<file path="config.mk">
export PLATFORM = sky130hd
export DESIGN_NAME = traffic_phase_scheduler
export DESIGN_NICKNAME = d
export VERILOG_FILES = /design/src/rtl/traffic_phase_scheduler.sv
export SDC_FILE = /design/constraint.sdc
export NUM_CORES = 1
export LEC_CHECK = 0
export CAP_MARGIN = 15
export CORE_UTILIZATION = 42
export DETAILED_ROUTE_END_ITERATION = 16
export GPL_TIMING_DRIVEN = 0
export PLACE_DENSITY_LB_ADDON = 0.12
export RECOVER_POWER = 100
export SETUP_SLACK_MARGIN = 0.5
export SYNTH_ARGS = -nofsm -noshare
export SYNTH_HDL_FRONTEND = slang
export SYNTH_SLANG_ARGS = --single-unit
</file>
<file path="constraint.sdc">
create_clock -name clk -period 7.25 [get_ports clk]
set_input_delay 1.8125 -clock clk [delete_from_list [all_inputs] [get_ports clk]]
set_output_delay 1.8125 -clock clk [all_outputs]
set_load 0.01 [all_outputs]
</file>
<file path="src/rtl/traffic_phase_scheduler.sv">
// Two-road traffic controller with a pedestrian phase, written as a Moore FSM.
// Every timing decision is made on tick strobes, and the lamps are decoded from the state register only.
module traffic_phase_scheduler #(
    parameter int T_GREEN_MIN = 4,
    parameter int T_GREEN_MAX = 12,
    parameter int T_YELLOW    = 4,
    parameter int T_ALLRED    = 1,
    parameter int T_WALK      = 6
) (
    input  logic       clk,
    input  logic       reset_n,
    input  logic       tick,
    input  logic       veh_a,
    input  logic       veh_b,
    input  logic       ped_btn,
    output logic [2:0] RGB1,
    output logic [2:0] RGB2,
    output logic       walk,
    output logic [2:0] phase
);

    typedef enum logic [2:0] {
        A_GRN   = 3'd0,
        A_YEL   = 3'd1,
        AR_A    = 3'd2,
        B_GRN   = 3'd3,
        B_YEL   = 3'd4,
        AR_B    = 3'd5,
        PED     = 3'd6,
        ILLEGAL = 3'd7
    } state_t;

    localparam logic [2:0] LAMP_RED    = 3'b100;
    localparam logic [2:0] LAMP_GREEN  = 3'b010;
    localparam logic [2:0] LAMP_YELLOW = 3'b110;

    localparam logic [5:0] N_GMIN = 6'(T_GREEN_MIN);
    localparam logic [5:0] N_GMAX = 6'(T_GREEN_MAX);
    localparam logic [5:0] N_YEL  = 6'(T_YELLOW);
    localparam logic [5:0] N_AR   = 6'(T_ALLRED);
    localparam logic [5:0] N_WALK = 6'(T_WALK);

    state_t     state_q, state_d;
    logic [4:0] cnt_q, cnt_d;
    logic       last_q, last_d;
    logic       req_a_q, req_a_d;
    logic       req_b_q, req_b_d;
    logic       req_p_q, req_p_d;

    // n includes the tick being processed now. It is one bit wider so that a saturated count still compares correctly.
    logic [5:0] n;
    assign n = {1'b0, cnt_q} + 6'd1;

    always_ff @(posedge clk or negedge reset_n) begin
        if (!reset_n) begin
            state_q <= AR_B;
            cnt_q   <= 5'd0;
            last_q  <= 1'b1;
            req_a_q <= 1'b0;
            req_b_q <= 1'b0;
            req_p_q <= 1'b0;
        end else begin
            state_q <= state_d;
            cnt_q   <= cnt_d;
            last_q  <= last_d;
            req_a_q <= req_a_d;
            req_b_q <= req_b_d;
            req_p_q <= req_p_d;
        end
    end

    // This block computes the next state and decodes the lamps.
    always_comb begin
        state_d = state_q;
        RGB1    = LAMP_RED;
        RGB2    = LAMP_RED;
        walk    = 1'b0;
        phase   = state_q;

        case (state_q)
            A_GRN: begin
                RGB1 = LAMP_GREEN;
                if (tick && (n >= N_GMIN) && (req_b_q || req_p_q) &&
                    (!veh_a || (n >= N_GMAX)))
                    state_d = A_YEL;
            end
            A_YEL: begin
                RGB1 = LAMP_YELLOW;
                if (tick && (n >= N_YEL))
                    state_d = AR_A;
            end
            AR_A: begin
                if (tick && (n >= N_AR))
                    state_d = req_p_q ? PED : B_GRN;
            end
            B_GRN: begin
                RGB2 = LAMP_GREEN;
                if (tick && (n >= N_GMIN) && (req_a_q || req_p_q) &&
                    (!veh_b || (n >= N_GMAX)))
                    state_d = B_YEL;
            end
            B_YEL: begin
                RGB2 = LAMP_YELLOW;
                if (tick && (n >= N_YEL))
                    state_d = AR_B;
            end
            AR_B: begin
                if (tick && (n >= N_AR))
                    state_d = req_p_q ? PED : A_GRN;
            end
            PED: begin
                walk = 1'b1;
                // Hand over to the road that did not have the last green. The all-red was already served before the walk.
                if (tick && (n >= N_WALK))
                    state_d = last_q ? A_GRN : B_GRN;
            end
            default: begin
                state_d = AR_B;
            end
        endcase
    end

    // This block updates the counter, the demand latches and the last-road flag.
    always_comb begin
        cnt_d   = cnt_q;
        last_d  = last_q;
        req_a_d = req_a_q | (veh_a   && (state_q != A_GRN));
        req_b_d = req_b_q | (veh_b   && (state_q != B_GRN));
        req_p_d = req_p_q | (ped_btn && (state_q != PED));

        if (state_d != state_q)
            cnt_d = 5'd0;
        else if (tick && (cnt_q != 5'd31))
            cnt_d = cnt_q + 5'd1;

        if ((state_q == A_YEL) && (state_d != A_YEL))
            last_d = 1'b0;
        else if ((state_q == B_YEL) && (state_d != B_YEL))
            last_d = 1'b1;

        // When a phase is entered, its latch is cleared. The clear wins over a set on the same clk.
        if ((state_d == A_GRN) && (state_q != A_GRN))
            req_a_d = 1'b0;
        if ((state_d == B_GRN) && (state_q != B_GRN))
            req_b_d = 1'b0;
        if ((state_d == PED) && (state_q != PED))
            req_p_d = 1'b0;
    end

endmodule

</file>
==> results.json <==
{
  "status": "finished clean",
  "fin_area_sq_um": 1290,
  "diodes": 0,
  "pin_count": 16,
  "post_cts_buffers": 0,
  "fmax_ghz": 0.240,
  "power_density_nw_per_um2": 329,
  "antenna_found_initial": 0,
  "floorplan.rows": 18,
  "slowest_delay_ns": 0.60,
  "cp-end-kind": "register",
  "htreeDepth": 1,
  "power_mw": 0.426,
  "syn_inst": 135,
  "critPathTopFamily": "buffers and inverters",
  "hold_viol": 0,
  "nets": 163,
  "drive_above_1_share": 0.105,
  "path_class": "in2reg",
  "synth_enable_flop_cells": 0,
  "via_per_inst": 5.62,
  "setup_violations": 0,
  "final_cells": 183,
  "r2r_setup_slack_ns": 3.83,
  "cpMaxStageDelayCell": "or4_1",
  "ant_nets": 0,
  "rsz0062_at_grt": "false",
  "coreArea_sq_um": 2480,
  "grt.overflow.total": 0,
  "vias": 1028,
  "clkLatencyLatePin_ns": 0.27,
  "cts.clk_slew.worst_paths_ns": 0.07,
  "min_period_ns": 4.16,
  "hold_depth": 2,
  "max_slew.worst_pin.slew_ns": 0.672,
  "layout_common_cells": "a21oi_1, nor2_1, dfrtp_1, dlygate4sd3_1",
  "max_slew_margin": 0.549,
  "cts_tree": "built",
  "yosysWarnings": 0,
  "cap_violations": 0,
  "post-place-ws_ns": 2.96,
  "min-delay-start": "last_q",
  "grt_pass1_wl_um": 4520,
  "die_area_sq_um": 2830,
  "syn_area_per_cell_sq_um": 8.15,
  "setup_ws_ns": 3.09,
  "cts_hold_buf": 0,
  "hold_class": "reg2reg",
  "grt_start_max_net_pins": 13,
  "reg2reg_depth": 11,
  "fin_tns_setup_ns": 0,
  "post_cts_resized": 0,
  "cts_buffers": 3,
  "drt_iter0_markers": 29,
  "root_buffer": "clkbuf_4",
  "initial_core_util": 0.444,
  "ys_seq_area_frac": 0.276,
  "ir_worst_vdd_uv": 218,
  "placed_cells": 179,
  "skew_ns": 0.00522,
  "clockBufferDepth": 2,
  "whs_endpoint": "last_q",
  "gp_congestion": 0.891,
  "grt_pass1_vias": 934,
  "ys.flop_type": "dfrtp_1",
  "synth_cell_types": 44,
  "die_h_um": 53.2,
  "die_w_um": 53.2,
  "start_kind": "primary input",
  "wl_per_cell_um": 14.6,
  "wl_um": 2670,
  "io_buffers": 13,
  "ys_ff_latch": 12,
  "hold_ws_ns": 0.529,
  "r2r_end": "req_a_q",
  "synth_area_sq_um": 1100,
  "async_flop_share": 1.00,
  "final_common_cell": "a21oi_1",
  "cp_max_fo": 10,
  "finish.utilization": 0.522,
  "period_share": 0.574,
  "post_dp_cell_area_sq_um": 1270,
  "drc_errors": 0,
  "crit_buf_inv": 2,
  "crit_arrival_ns": 4.31,
  "worstPathRequired_ns": 7.40,
  "hpwlAfterDp_um": 2000,
  "grt_usage": 0.223,
  "syn_to_final_growth_pct": 17.6,
  "p_leak_nw": 0.564,
  "dr.pass1.iters": 5,
  "r2r_start": "cnt_q[0]",
  "slew_violations": 0,
  "cts.sinks": 12,
  "crit_chain": "dlygate4sd3_1, clkbuf_1, o21ai_0, nor2b_1, a21o_1, or4_1, o41a_1"
}
cells by family (layout without fill, tap and decap cells):
group	Yosys count	after routing	synth area share
AO/OA/AOI/OAI	39	39	0.233
XOR/XNOR	4	4	0.0319
adder cells (fa/ha/maj)	3	3	0.0341
buffers and inverters	19	36	0.0933
flip-flops	12	12	0.276
multiplexers	2	2	0.0239
other	1	2	0.00341
AND/OR/NAND/NOR	55	55	0.304
worst max path at each step:
stage          depth (start not counted)  slack, ns  startpoint      end
4_1_cts                                5       3.16    phase[2]  RGB2[1]
3_3_place_gp                           7       2.97        tick  req_a_q
2_1_floorplan                          6       3.73        tick  req_a_q
3_5_place_dp                           7       2.96        tick  req_a_q
5_1_grt                                5       2.97    phase[2]  RGB2[1]
6_report                               7       3.09        tick  req_a_q
synth_stat cells, types with 2 or more instances:
master	instances	area (sq um)
o21a_1	2	15.0
buf_4	2	15.0
nor2_1	11	41.3
a21oi_1	12	60.1
xnor2_1	4	35.0
and3_1	4	25.0
a31oi_1	3	18.8
nand3_1	3	15.0
nand3_2	2	20.0
a211o_1	2	17.5
a21o_1	3	22.5
o21ai_0	6	30.0
clkbuf_1	5	18.8
nand2b_1	4	25.0
nor2b_1	4	25.0
nand3b_1	3	22.5
nand2_1	8	30.0
and4b_1	5	50.1
nor3_1	3	15.0
inv_1	8	30.0
and3b_1	2	17.5
dfstp_2	3	78.8
dfrtp_1	9	225
ha_1	3	37.5
a211oi_1	2	15.0
buf_6	3	33.8
a21boi_0	2	15.0
layer usage:
metal	share of wire	global-route usage	vias up	routed length, um
met5	0	0	-	0
met4	0.0060	0.0833	0	16
met3	0.059	0.00862	2	157
met2	0.43	0.331	35	1160
met1	0.50	0.336	468	1340
li1	-	-	523	-
final cells by class:
type	count	area [sq um]
timing repair buffer	13	130
clock buffer	4	26.3
fill	252	1180
multi-input combinational	105	693
buffer	11	72.6
inverter	8	30.0
tap	30	37.5
sequential	12	304
sequential cells by signal, summed over array words and instances, names as in the netlist:
signal and count:
req_b_q 1, cnt_q 5, last_q 1, req_p_q 1, phase 3, req_a_q 1
worst reg2reg max path, stage by stage, from the launching register on:
cell and delay, ns:
dfrtp_1 0.45, ha_1 0.22, clkbuf_1 0.19, and3_1 0.23
ha_1 0.33, nor3b_1 0.26, mux2_4 0.21, buf_6 0.13
a21oi_1 0.10, o21a_1 0.23, or4_1 0.55, o41a_1 0.39
power by group:
group,internal [mW],switching [mW]
registers,0.0928,0.0265
logic,0.117,0.146
clock network,0.0213,0.0217
total,0.232,0.194
Note: power is estimated with default switching activity, not from simulation.
